File: config.mk
export PLATFORM = sky130hd
export DESIGN_NAME = cache_ctrl_nway_flat
export DESIGN_NICKNAME = d
export VERILOG_FILES = /design/src/rtl/cache_ctrl_nway_if.sv /design/src/rtl/cache_ctrl_nway.sv /design/src/flat_wrapper.sv
export SDC_FILE = /design/constraint.sdc
export NUM_CORES = 2
export LEC_CHECK = 0
export ABC_AREA = 1
export CAP_MARGIN = 40
export CORE_ASPECT_RATIO = 0.9
export CORE_MARGIN = 10
export CORE_UTILIZATION = 67
export DETAILED_ROUTE_END_ITERATION = 7
export PLACE_DENSITY_LB_ADDON = 0.25
export SETUP_SLACK_MARGIN = 0.05
export SYNTH_ARGS = -nofsm -noshare
export SYNTH_HDL_FRONTEND = slang
export SYNTH_SLANG_ARGS = --single-unit
File: constraint.sdc
create_clock -name clk -period 9.45 [get_ports clk]
set_input_delay 1.4175 -clock clk [delete_from_list [all_inputs] [get_ports clk]]
set_output_delay 1.4175 -clock clk [all_outputs]
set_load 0.01 [all_outputs]
File: src/rtl/cache_ctrl_nway_if.sv
// CPU request/response, data-array strobes and L2 request/response of the N-way cache controller.
// The slave view belongs to the controller, the master view to the CPU/L2/array environment.
interface cache_ctrl_nway_if #(
    parameter int ADDR_W  = 32,
    parameter int INDEX_W = 6,
    parameter int WAY_W   = 1
) ();
    logic               cpu_req_valid;
    logic               cpu_req_we;
    logic [ADDR_W-1:0]  cpu_req_addr;
    logic               cpu_req_ready;
    logic               cpu_resp_valid;
    logic               cpu_resp_hit;

    logic [INDEX_W-1:0] arr_index;
    logic [WAY_W-1:0]   arr_way;
    logic               data_we;
    logic               data_rd_line;
    logic               data_fill_we;

    logic               l2_req_valid;
    logic               l2_req_we;
    logic [ADDR_W-1:0]  l2_req_addr;
    logic               l2_req_ready;
    logic               l2_resp_valid;

    modport slave (
        input  cpu_req_valid, cpu_req_we, cpu_req_addr, l2_req_ready, l2_resp_valid,
        output cpu_req_ready, cpu_resp_valid, cpu_resp_hit, arr_index, arr_way,
               data_we, data_rd_line, data_fill_we, l2_req_valid, l2_req_we, l2_req_addr
    );

    modport master (
        output cpu_req_valid, cpu_req_we, cpu_req_addr, l2_req_ready, l2_resp_valid,
        input  cpu_req_ready, cpu_resp_valid, cpu_resp_hit, arr_index, arr_way,
               data_we, data_rd_line, data_fill_we, l2_req_valid, l2_req_we, l2_req_addr
    );
endinterface

File: src/rtl/cache_ctrl_nway.sv
// Write-back, write-allocate N-way cache controller: hit answers 1 cycle after accept, misses go via L2.
// Accepts a CPU request only in IDLE; L2 request held stable until l2_req_ready.
module cache_ctrl_nway #(
    parameter int ADDR_W   = 32,
    parameter int OFFSET_W = 5,
    parameter int INDEX_W  = 6,
    parameter int WAYS     = 2,
    parameter int CNT_W    = 32
) (
    input  logic             clk,
    input  logic             reset,
    cache_ctrl_nway_if.slave bus,
    output logic [CNT_W-1:0] hit_cnt,
    output logic [CNT_W-1:0] miss_cnt,
    output logic [CNT_W-1:0] wb_cnt
);
    localparam int TAG_W = ADDR_W - INDEX_W - OFFSET_W;
    localparam int WAY_W = (WAYS > 1) ? $clog2(WAYS) : 1;
    localparam int SETS  = 1 << INDEX_W;

    typedef enum logic [2:0] {IDLE, LOOKUP, WB_REQ, WB_WAIT, FILL_REQ, FILL_WAIT} state_t;

    state_t             state;
    logic [TAG_W-1:0]   tag_mem   [SETS][WAYS];
    logic [WAYS-1:0]    valid_mem [SETS];
    logic [WAYS-1:0]    dirty_mem [SETS];
    logic [WAY_W-1:0]   rr_mem    [SETS];

    logic [TAG_W-1:0]   tag_q;
    logic [INDEX_W-1:0] index_q;
    logic               we_q;
    logic               first_q;
    logic [WAY_W-1:0]   victim_q;

    logic               hit;
    logic [WAY_W-1:0]   hit_way;
    logic               inv_found;
    logic [WAY_W-1:0]   vict;
    logic               vict_dirty;
    logic [WAY_W-1:0]   rr_next;
    logic [ADDR_W-1:0]  fill_addr;

    function automatic logic [CNT_W-1:0] sat_inc(input logic [CNT_W-1:0] c);
        return (&c) ? c : c + CNT_W'(1);
    endfunction

    // Hit: first matching valid way. Victim: lowest invalid way, else the set's round-robin pointer.
    always_comb begin
        hit       = 1'b0;
        hit_way   = '0;
        inv_found = 1'b0;
        vict      = rr_mem[index_q];
        for (int w = 0; w < WAYS; w++) begin
            if (!hit && valid_mem[index_q][w] && tag_mem[index_q][w] == tag_q) begin
                hit     = 1'b1;
                hit_way = WAY_W'(w);
            end
            if (!inv_found && !valid_mem[index_q][w]) begin
                inv_found = 1'b1;
                vict      = WAY_W'(w);
            end
        end
        if (WAYS == 1)
            vict = '0;
    end

    assign vict_dirty = valid_mem[index_q][vict] & dirty_mem[index_q][vict];
    assign rr_next    = (WAYS == 1) ? '0 : victim_q + WAY_W'(1);
    assign fill_addr  = {tag_q, index_q, {OFFSET_W{1'b0}}};

    assign bus.arr_index      = index_q;
    assign bus.arr_way        = (state == LOOKUP) ? hit_way : victim_q;
    assign bus.cpu_resp_valid = (state == LOOKUP) && hit;
    assign bus.cpu_resp_hit   = (state == LOOKUP) && hit && first_q;
    assign bus.data_we        = (state == LOOKUP) && hit && we_q;
    assign bus.data_fill_we   = (state == FILL_WAIT) && bus.l2_resp_valid;

    always_ff @(posedge clk) begin
        if (!reset) begin
            state            <= IDLE;
            bus.cpu_req_ready <= 1'b0;
            bus.l2_req_valid <= 1'b0;
            bus.l2_req_we    <= 1'b0;
            bus.l2_req_addr  <= '0;
            bus.data_rd_line <= 1'b0;
            tag_q            <= '0;
            index_q          <= '0;
            we_q             <= 1'b0;
            first_q          <= 1'b0;
            victim_q         <= '0;
            hit_cnt          <= '0;
            miss_cnt         <= '0;
            wb_cnt           <= '0;
            for (int s = 0; s < SETS; s++) begin
                valid_mem[s] <= '0;
                dirty_mem[s] <= '0;
                rr_mem[s]    <= '0;
            end
        end else begin
            unique case (state)
                IDLE: begin
                    bus.cpu_req_ready <= 1'b1;
                    if (bus.cpu_req_valid && bus.cpu_req_ready) begin
                        bus.cpu_req_ready <= 1'b0;
                        tag_q   <= bus.cpu_req_addr[ADDR_W-1 -: TAG_W];
                        index_q <= bus.cpu_req_addr[OFFSET_W +: INDEX_W];
                        we_q    <= bus.cpu_req_we;
                        first_q <= 1'b1;
                        state   <= LOOKUP;
                    end
                end
                LOOKUP: begin
                    if (hit) begin
                        if (first_q)
                            hit_cnt <= sat_inc(hit_cnt);
                        if (we_q)
                            dirty_mem[index_q][hit_way] <= 1'b1;
                        bus.cpu_req_ready <= 1'b1;
                        state <= IDLE;
                    end else begin
                        miss_cnt         <= sat_inc(miss_cnt);
                        victim_q         <= vict;
                        first_q          <= 1'b0;
                        bus.l2_req_valid <= 1'b1;
                        if (vict_dirty) begin
                            bus.l2_req_we    <= 1'b1;
                            bus.l2_req_addr  <= {tag_mem[index_q][vict], index_q, {OFFSET_W{1'b0}}};
                            bus.data_rd_line <= 1'b1;
                            state            <= WB_REQ;
                        end else begin
                            bus.l2_req_we   <= 1'b0;
                            bus.l2_req_addr <= fill_addr;
                            state           <= FILL_REQ;
                        end
                    end
                end
                WB_REQ: begin
                    if (bus.l2_req_ready) begin
                        bus.l2_req_valid <= 1'b0;
                        bus.l2_req_we    <= 1'b0;
                        bus.l2_req_addr  <= '0;
                        bus.data_rd_line <= 1'b0;
                        state            <= WB_WAIT;
                    end
                end
                WB_WAIT: begin
                    if (bus.l2_resp_valid) begin
                        wb_cnt           <= sat_inc(wb_cnt);
                        bus.l2_req_valid <= 1'b1;
                        bus.l2_req_we    <= 1'b0;
                        bus.l2_req_addr  <= fill_addr;
                        state            <= FILL_REQ;
                    end
                end
                FILL_REQ: begin
                    if (bus.l2_req_ready) begin
                        bus.l2_req_valid <= 1'b0;
                        bus.l2_req_addr  <= '0;
                        state            <= FILL_WAIT;
                    end
                end
                FILL_WAIT: begin
                    // The following LOOKUP is guaranteed to hit the freshly filled way.
                    if (bus.l2_resp_valid) begin
                        tag_mem[index_q][victim_q]   <= tag_q;
                        valid_mem[index_q][victim_q] <= 1'b1;
                        dirty_mem[index_q][victim_q] <= 1'b0;
                        rr_mem[index_q]              <= rr_next;
                        state                        <= LOOKUP;
                    end
                end
                default: state <= IDLE;
            endcase
        end
    end
endmodule
File: src/flat_wrapper.sv
// flat-port wrapper written by rule: the top's interface ports become plain ports
module cache_ctrl_nway_flat 
#(
    parameter int ADDR_W   = 32,
    parameter int OFFSET_W = 5,
    parameter int INDEX_W  = 6,
    parameter int WAYS     = 2,
    parameter int CNT_W    = 32
)
  (clk, reset, hit_cnt, miss_cnt, wb_cnt, bus_cpu_req_valid, bus_cpu_req_we, bus_cpu_req_addr, bus_l2_req_ready, bus_l2_resp_valid, bus_cpu_req_ready, bus_cpu_resp_valid, bus_cpu_resp_hit, bus_arr_index, bus_arr_way, bus_data_we, bus_data_rd_line, bus_data_fill_we, bus_l2_req_valid, bus_l2_req_we, bus_l2_req_addr);
  cache_ctrl_nway_if #(.ADDR_W(ADDR_W), .INDEX_W(INDEX_W)) bus_i ();
  input  logic clk;
  input  logic reset;
  output logic [CNT_W-1:0] hit_cnt;
  output logic [CNT_W-1:0] miss_cnt;
  output logic [CNT_W-1:0] wb_cnt;
  input wire logic [$bits(bus_i.cpu_req_valid)-1:0] bus_cpu_req_valid;
  input wire logic [$bits(bus_i.cpu_req_we)-1:0] bus_cpu_req_we;
  input wire logic [$bits(bus_i.cpu_req_addr)-1:0] bus_cpu_req_addr;
  input wire logic [$bits(bus_i.l2_req_ready)-1:0] bus_l2_req_ready;
  input wire logic [$bits(bus_i.l2_resp_valid)-1:0] bus_l2_resp_valid;
  output wire logic [$bits(bus_i.cpu_req_ready)-1:0] bus_cpu_req_ready;
  output wire logic [$bits(bus_i.cpu_resp_valid)-1:0] bus_cpu_resp_valid;
  output wire logic [$bits(bus_i.cpu_resp_hit)-1:0] bus_cpu_resp_hit;
  output wire logic [$bits(bus_i.arr_index)-1:0] bus_arr_index;
  output wire logic [$bits(bus_i.arr_way)-1:0] bus_arr_way;
  output wire logic [$bits(bus_i.data_we)-1:0] bus_data_we;
  output wire logic [$bits(bus_i.data_rd_line)-1:0] bus_data_rd_line;
  output wire logic [$bits(bus_i.data_fill_we)-1:0] bus_data_fill_we;
  output wire logic [$bits(bus_i.l2_req_valid)-1:0] bus_l2_req_valid;
  output wire logic [$bits(bus_i.l2_req_we)-1:0] bus_l2_req_we;
  output wire logic [$bits(bus_i.l2_req_addr)-1:0] bus_l2_req_addr;
  assign bus_i.cpu_req_valid = bus_cpu_req_valid;
  assign bus_i.cpu_req_we = bus_cpu_req_we;
  assign bus_i.cpu_req_addr = bus_cpu_req_addr;
  assign bus_i.l2_req_ready = bus_l2_req_ready;
  assign bus_i.l2_resp_valid = bus_l2_resp_valid;
  assign bus_cpu_req_ready = bus_i.cpu_req_ready;
  assign bus_cpu_resp_valid = bus_i.cpu_resp_valid;
  assign bus_cpu_resp_hit = bus_i.cpu_resp_hit;
  assign bus_arr_index = bus_i.arr_index;
  assign bus_arr_way = bus_i.arr_way;
  assign bus_data_we = bus_i.data_we;
  assign bus_data_rd_line = bus_i.data_rd_line;
  assign bus_data_fill_we = bus_i.data_fill_we;
  assign bus_l2_req_valid = bus_i.l2_req_valid;
  assign bus_l2_req_we = bus_i.l2_req_we;
  assign bus_l2_req_addr = bus_i.l2_req_addr;
  cache_ctrl_nway #(.ADDR_W(ADDR_W), .OFFSET_W(OFFSET_W), .INDEX_W(INDEX_W), .WAYS(WAYS), .CNT_W(CNT_W)) u_core (.clk(clk), .reset(reset), .bus(bus_i), .hit_cnt(hit_cnt), .miss_cnt(miss_cnt), .wb_cnt(wb_cnt));
endmodule
* After elaboration in Yosys (flattened, before gate mapping)
Memory sizes are Yosys's and may differ from the RTL's. A register that Yosys moved wholly into a read port is not among the register bits. Index checks and enable logic that the tools add are counted.
Storage, ports and cells: word-level logic and storage cells 172, ROM bits 0, input port bits 38, bits in writable memories 3008, memories kept 4, flip-flop bits (word level) 165, bits in latches 0
Memories:
- u_core.tag_mem | words 64, width 42, read ports 1, clocked after Yosys merged registers in 1, write ports 1, line cache_ctrl_nway.sv:24 | logic [TAG_W-1:0] tag_mem [SETS][WAYS];
- u_core.dirty_mem | words 64, width 2, read ports 1, clocked after Yosys merged registers in 1, write ports 64, line cache_ctrl_nway.sv:26 | logic [WAYS-1:0] dirty_mem [SETS];
- u_core.valid_mem | words 64, width 2, read ports 1, clocked after Yosys merged registers in 1, write ports 64, line cache_ctrl_nway.sv:25 | logic [WAYS-1:0] valid_mem [SETS];
- u_core.rr_mem | words 64, width 1, read ports 1, clocked after Yosys merged registers in 1, write ports 64, line cache_ctrl_nway.sv:27 | logic [WAY_W-1:0] rr_mem [SETS];
Cells by class: mux-type cells 80, shift operators 0, multipliers 0, add/subtract/negate cells 4, reductions and logical operators 37, equal/unequal tests 16, divide/modulo/power cells 0, bitwise logic cells 9, order comparisons 8
Operators with widths (count):
- 32-bit 2-to-1 mux | 4
- 32-bit by 1-bit adder with 32-bit output (second input constant) | 3
- 32-bit case mux with 3 select lines | 1
- 32-bit AND reduction | 3
- 21-bit 2-to-1 mux | 4
- 6-bit 2-to-1 mux | 11
- 21-bit equality test | 2
- 42-bit 2-to-1 mux | 1
- 1-bit 2-to-1 mux | 37
- 21-bit demux with 1-bit select | 1
- 3-bit 2-to-1 mux | 7
- 3-bit case mux with 6 select lines | 1
- 4-bit AND reduction | 4
- 1-bit logical AND | 12
- 2-bit 2-to-1 mux | 6
- 2-bit != test (second input constant) | 5
- 3-bit AND reduction | 3
- 2-bit by 1-bit != test with 1-bit output (second input constant) | 4
- 3-bit by 2-bit equality test with 1-bit output (second input constant) | 2
- 3-bit equality test (second input constant) | 2
- 1-bit by 2-bit < comparator with 1-bit output (second input constant) | 3
- 1-bit case mux with 2 select lines | 3
- 1-bit case mux with 3 select lines | 2
- 2-bit AND reduction | 3
- other kinds (17) | 30

* Logic depth before layout (Yosys ltp)
word-level depth 15, depth in mapped cells 27

* Worst setup path before layout
Ideal clock, no wire load.
kind register to output, from register u_core.tag_q[11], to output bus_cpu_resp_hit, cell stages (with the launch flop) 12, path buffers 1, data arrival time 3.366 ns, path slack 4.666 ns, path through dfxtp_1 inv_1 nand3_1 nand2_1 nor2_1 nand2_1 nor2_1 nand3_1 nand2_1 nand2_1 clkbuf_1 nor2_1
On the way: longest elaborated chain between the ends 9
Ends and longest elaborated chain:
- from (decl) | line cache_ctrl_nway.sv:29 | logic [TAG_W-1:0] tag_q;
- from (signal assigned) | line cache_ctrl_nway.sv:105 | tag_q <= bus.cpu_req_addr[ADDR_W-1 -: TAG_W];
- 21-bit equality test | line cache_ctrl_nway.sv:54 | if (!hit && valid_mem[index_q][w] && tag_mem[index_q][w] == tag_q) begin
- 1-bit logical AND | line cache_ctrl_nway.sv:54
- 1-bit 2-to-1 mux | line cache_ctrl_nway.sv:54
- 1-bit zero test | line cache_ctrl_nway.sv:54
- 1-bit logical AND (2 in series) | line cache_ctrl_nway.sv:54
- 1-bit 2-to-1 mux * | line cache_ctrl_nway.sv:54
- 1-bit logical AND * (2 in series) | line cache_ctrl_nway.sv:74 | assign bus.cpu_resp_hit = (state == LOOKUP) && hit && first_q;
- to (decl) | line flat_wrapper.sv:24 | output wire logic [$bits(bus_i.cpu_resp_hit)-1:0] bus_cpu_resp_hit;
Every way passes the cells marked *; elsewhere a longest branch is shown, timed or not.

==> reports/qor.txt <==
worst slew pin tran -> 1106 ps
top-count cell post-synth -> nand2_1
Starting Density -> 0.6726
top cell type's share of synthesized area -> 0.6356
end of the worst hold path -> u_core.valid_mem[41][0]
Cell Area, Synth -> 133000 um^2
leakage power -> 0.05292 uW
Layout Skew -> 60.92 ps
number of remaining DRC errors -> 0
final setup vio count -> 0
TritonRoute pass-1 iters -> 7
global-route usage over all layers -> 0.3598
crit path kind -> flip-flop to primary output
startpoint class of the critical path -> flip-flop
H-Tree Depth -> 5
FF/Latch Area -> 91830 um^2
post-cts sizing count -> 0
vias after detailed routing -> 99790
Max-slew headroom -> 0.2627
area of the multi-input gates -> 36770 um^2
DRT iter0 DRCs -> 16520
Synth Instances -> 12540
Post-synth EDFFs -> 2816
final net count -> 12510
Area growth syn-to-layout -> 11.22%
VDD IR max -> 0.2426 mV
DR WL met3 -> 56620 um
Longest Clk Path Bufs -> 4
reg2reg end -> u_core.dirty_mem[23][0]
Synth top cells by count -> nand2_1, nand3_1, edfxtp_1, nor2_1, buf_2
FP Rows -> 155
clock slew at reported path FFs -> 60 ps
post-synthesis cell type with the largest combined area -> edfxtp_1
I/O pins -> 181
post-CTS setup buffers -> 0
worst skew pair latency -> 980 ps
fmax -> 0.1213 GHz
critical path arrival -> 6830 ps
Die ar. -> 216800 um^2
number of distinct library cells after synthesis -> 42
die width -> 489.7 um
final worst-path cycle share -> 0.8724
status -> finished clean
Port Buffers -> 170
Slew Viols, Final -> 0
antenna viol nets, final -> 0
Post-synth ARST share -> 0
cts bufs inserted -> 322
total wire length -> 400400 um
GRT overflow -> 0
Critical Path Sink Type -> primary output
dominant synthesized flop cell -> edfxtp_1
die height -> 442.8 um
overall power -> 34310 uW
critical path peak fanout -> 76
clock sink count -> 3174
setup TNS -> 0 ps
CTS tree -> done
Routability Congestion -> 1.002
Root Buffer -> clkbuf_16
unrepaired setup endpoints after global routing -> false
synthesized area per cell -> 10.61 um^2
Worst EP required -> 8030 ps
FF+latch count, synth -> 3174
DRT met1 WL -> 139800 um
post-synthesis sequential area ratio -> 0.6895
largest net degree at the start of global routing -> 200
Core ar. -> 197800 um^2
vias in the first global route -> 95160
max layer used -> met5
Post-DP HPWL -> 224700 um
HP Class -> flip-flop to flip-flop
initial antenna violation count -> 13
total of max-cap violations -> 0
Final Hold Viols -> 0
Worst Hold Launch -> u_core.valid_mem[41][0]
vias per std cell -> 6.525
fillcell total -> 12390
Reg2Reg Depth -> 21
fin crit period -> 8245 ps
first-pass GRT wire length -> 588300 um
share of layout cells above drive strength 1 -> 0.07521
drt wl/cell -> 26.18 um
P per Cell Area -> 231.9 nW/um^2
Hold Buf Count CTS -> 0
reg2reg setup slack -> 2280 ps
WL met2 -> 180100 um
WHS Path Cells -> 2
Ys Warns -> 0
Synth area leaders -> edfxtp_1, nand3_1, nand2_1
state kept, by name (all words and copies together), names as in the netlist, named ones only:
signal	flops
u_core.victim_q	1
u_core.tag_q	21
u_core.bus.cpu_req_ready	1
u_core.state	3
u_core.miss_cnt	32
u_core.rr_mem	64
u_core.bus.l2_req_valid	1
u_core.bus.data_rd_line	1
u_core.tag_mem	2688
u_core.wb_cnt	32
u_core.first_q	1
u_core.dirty_mem	128
u_core.bus.arr_index	6
u_core.hit_cnt	32
u_core.we_q	1
u_core.bus.l2_req_addr	27
u_core.bus.l2_req_we	1
u_core.valid_mem	128
worst max-delay path: stages (launching register included):
cell             delay [ps]
dfxtp_4                 870
buf_4                   790
buf_4                   750
nand2_1                 130
nand3_1                 140
nand3_1                 110
nand3_1                 190
nand3_1                 260
nand3_1                 450
nand2_1                 130
nand2_1                 100
nand2_1                  90
nor2_1                   90
nand2_1                  60
nor2_1                  100
nand3_1                  70
nand2_1                 150
nand2_1                 410
inv_1                   220
clkdlybuf4s50_1         580
power by group:
| group | switching, uW | internal [uW] | total (uW) |
|---|---|---|---|
| Combinational | 4420 | 1410 | 5820 |
| Clock | 5170 | 7150 | 12300 |
| Sequential | 402 | 15800 | 16200 |
cell usage in the layout, fill, tap and decap left out, types with 65 or more instances in the layout:
master / n
edfxtp_1: 2816
buf_4: 171
clkbuf_16: 329
a21oi_1: 149
dfxtp_1: 331
nand3_1: 3022
inv_2: 65
clkbuf_1: 70
nor2_2: 69
nor2_1: 336
nor3_1: 104
nand4_1: 65
o21ai_0: 213
nand2_1: 3995
inv_1: 254
clkdlybuf4s50_1: 169
routing by layer:
metal / vias up / global-route usage
met1: 47590 / 0.4800
li1: 43450 / -
met5: - / 0
met4: 6 / 0.1903
met2: 7406 / 0.5445
met3: 1335 / 0.09582
per-stage QoR:
step | cells | cell area [um^2] | worst slack (ps) | hold WS (ps) | util
2_1_floorplan | 12540 | 133100 | 4666 | 422.5 | -
3_3_place_gp | 14670 | 136500 | 2620 | 429.6 | 0.6903
3_5_place_dp | 14730 | 138000 | 2536 | 434.5 | 0.6975
4_1_cts | 15290 | 148000 | 1450 | 444.0 | 0.7480
5_1_grt | 15290 | 148000 | 1070 | 462.2 | 0.7480
6_report | 15290 | 148000 | 1205 | 445.9 | 0.7480
worst max-delay path by stage:
stage                           startpoint                  to  slack, ps  depth (start not counted)
after detailed placement         flip-flop  bus_cpu_resp_valid       2540                         19
final                            flip-flop  bus_cpu_resp_valid       1210                         19
after CTS                        flip-flop  bus_cpu_resp_valid       1450                         19
after global routing             flip-flop         bus_data_we       1070                         19
after global placement           flip-flop  bus_cpu_resp_valid       2620                         19
after floorplan           u_core.tag_q[11]    bus_cpu_resp_hit       4670                         11
cells by family after synthesis:
family | Yosys count | synth area share
xor+xnor | 59 | 0.003884
compound gates | 464 | 0.01888
buf+inv | 1152 | 0.03921
fa+ha+maj | 3 | 0.0002822
other cells | 1 | 0.00002819
simple gates | 7685 | 0.2483
flops | 3174 | 0.6895
area by class of cell:
class,count,area share
antenna,5,0.00008456
clock buffer,403,0.05779
clock inverter,150,0.009707
inverter,328,0.008642
multi-input combinational,8216,0.2485
sequential,3174,0.6206
tap,2590,0.02190
timing repair buffer,426,0.03281
Power figures use the tool's default switching activity.
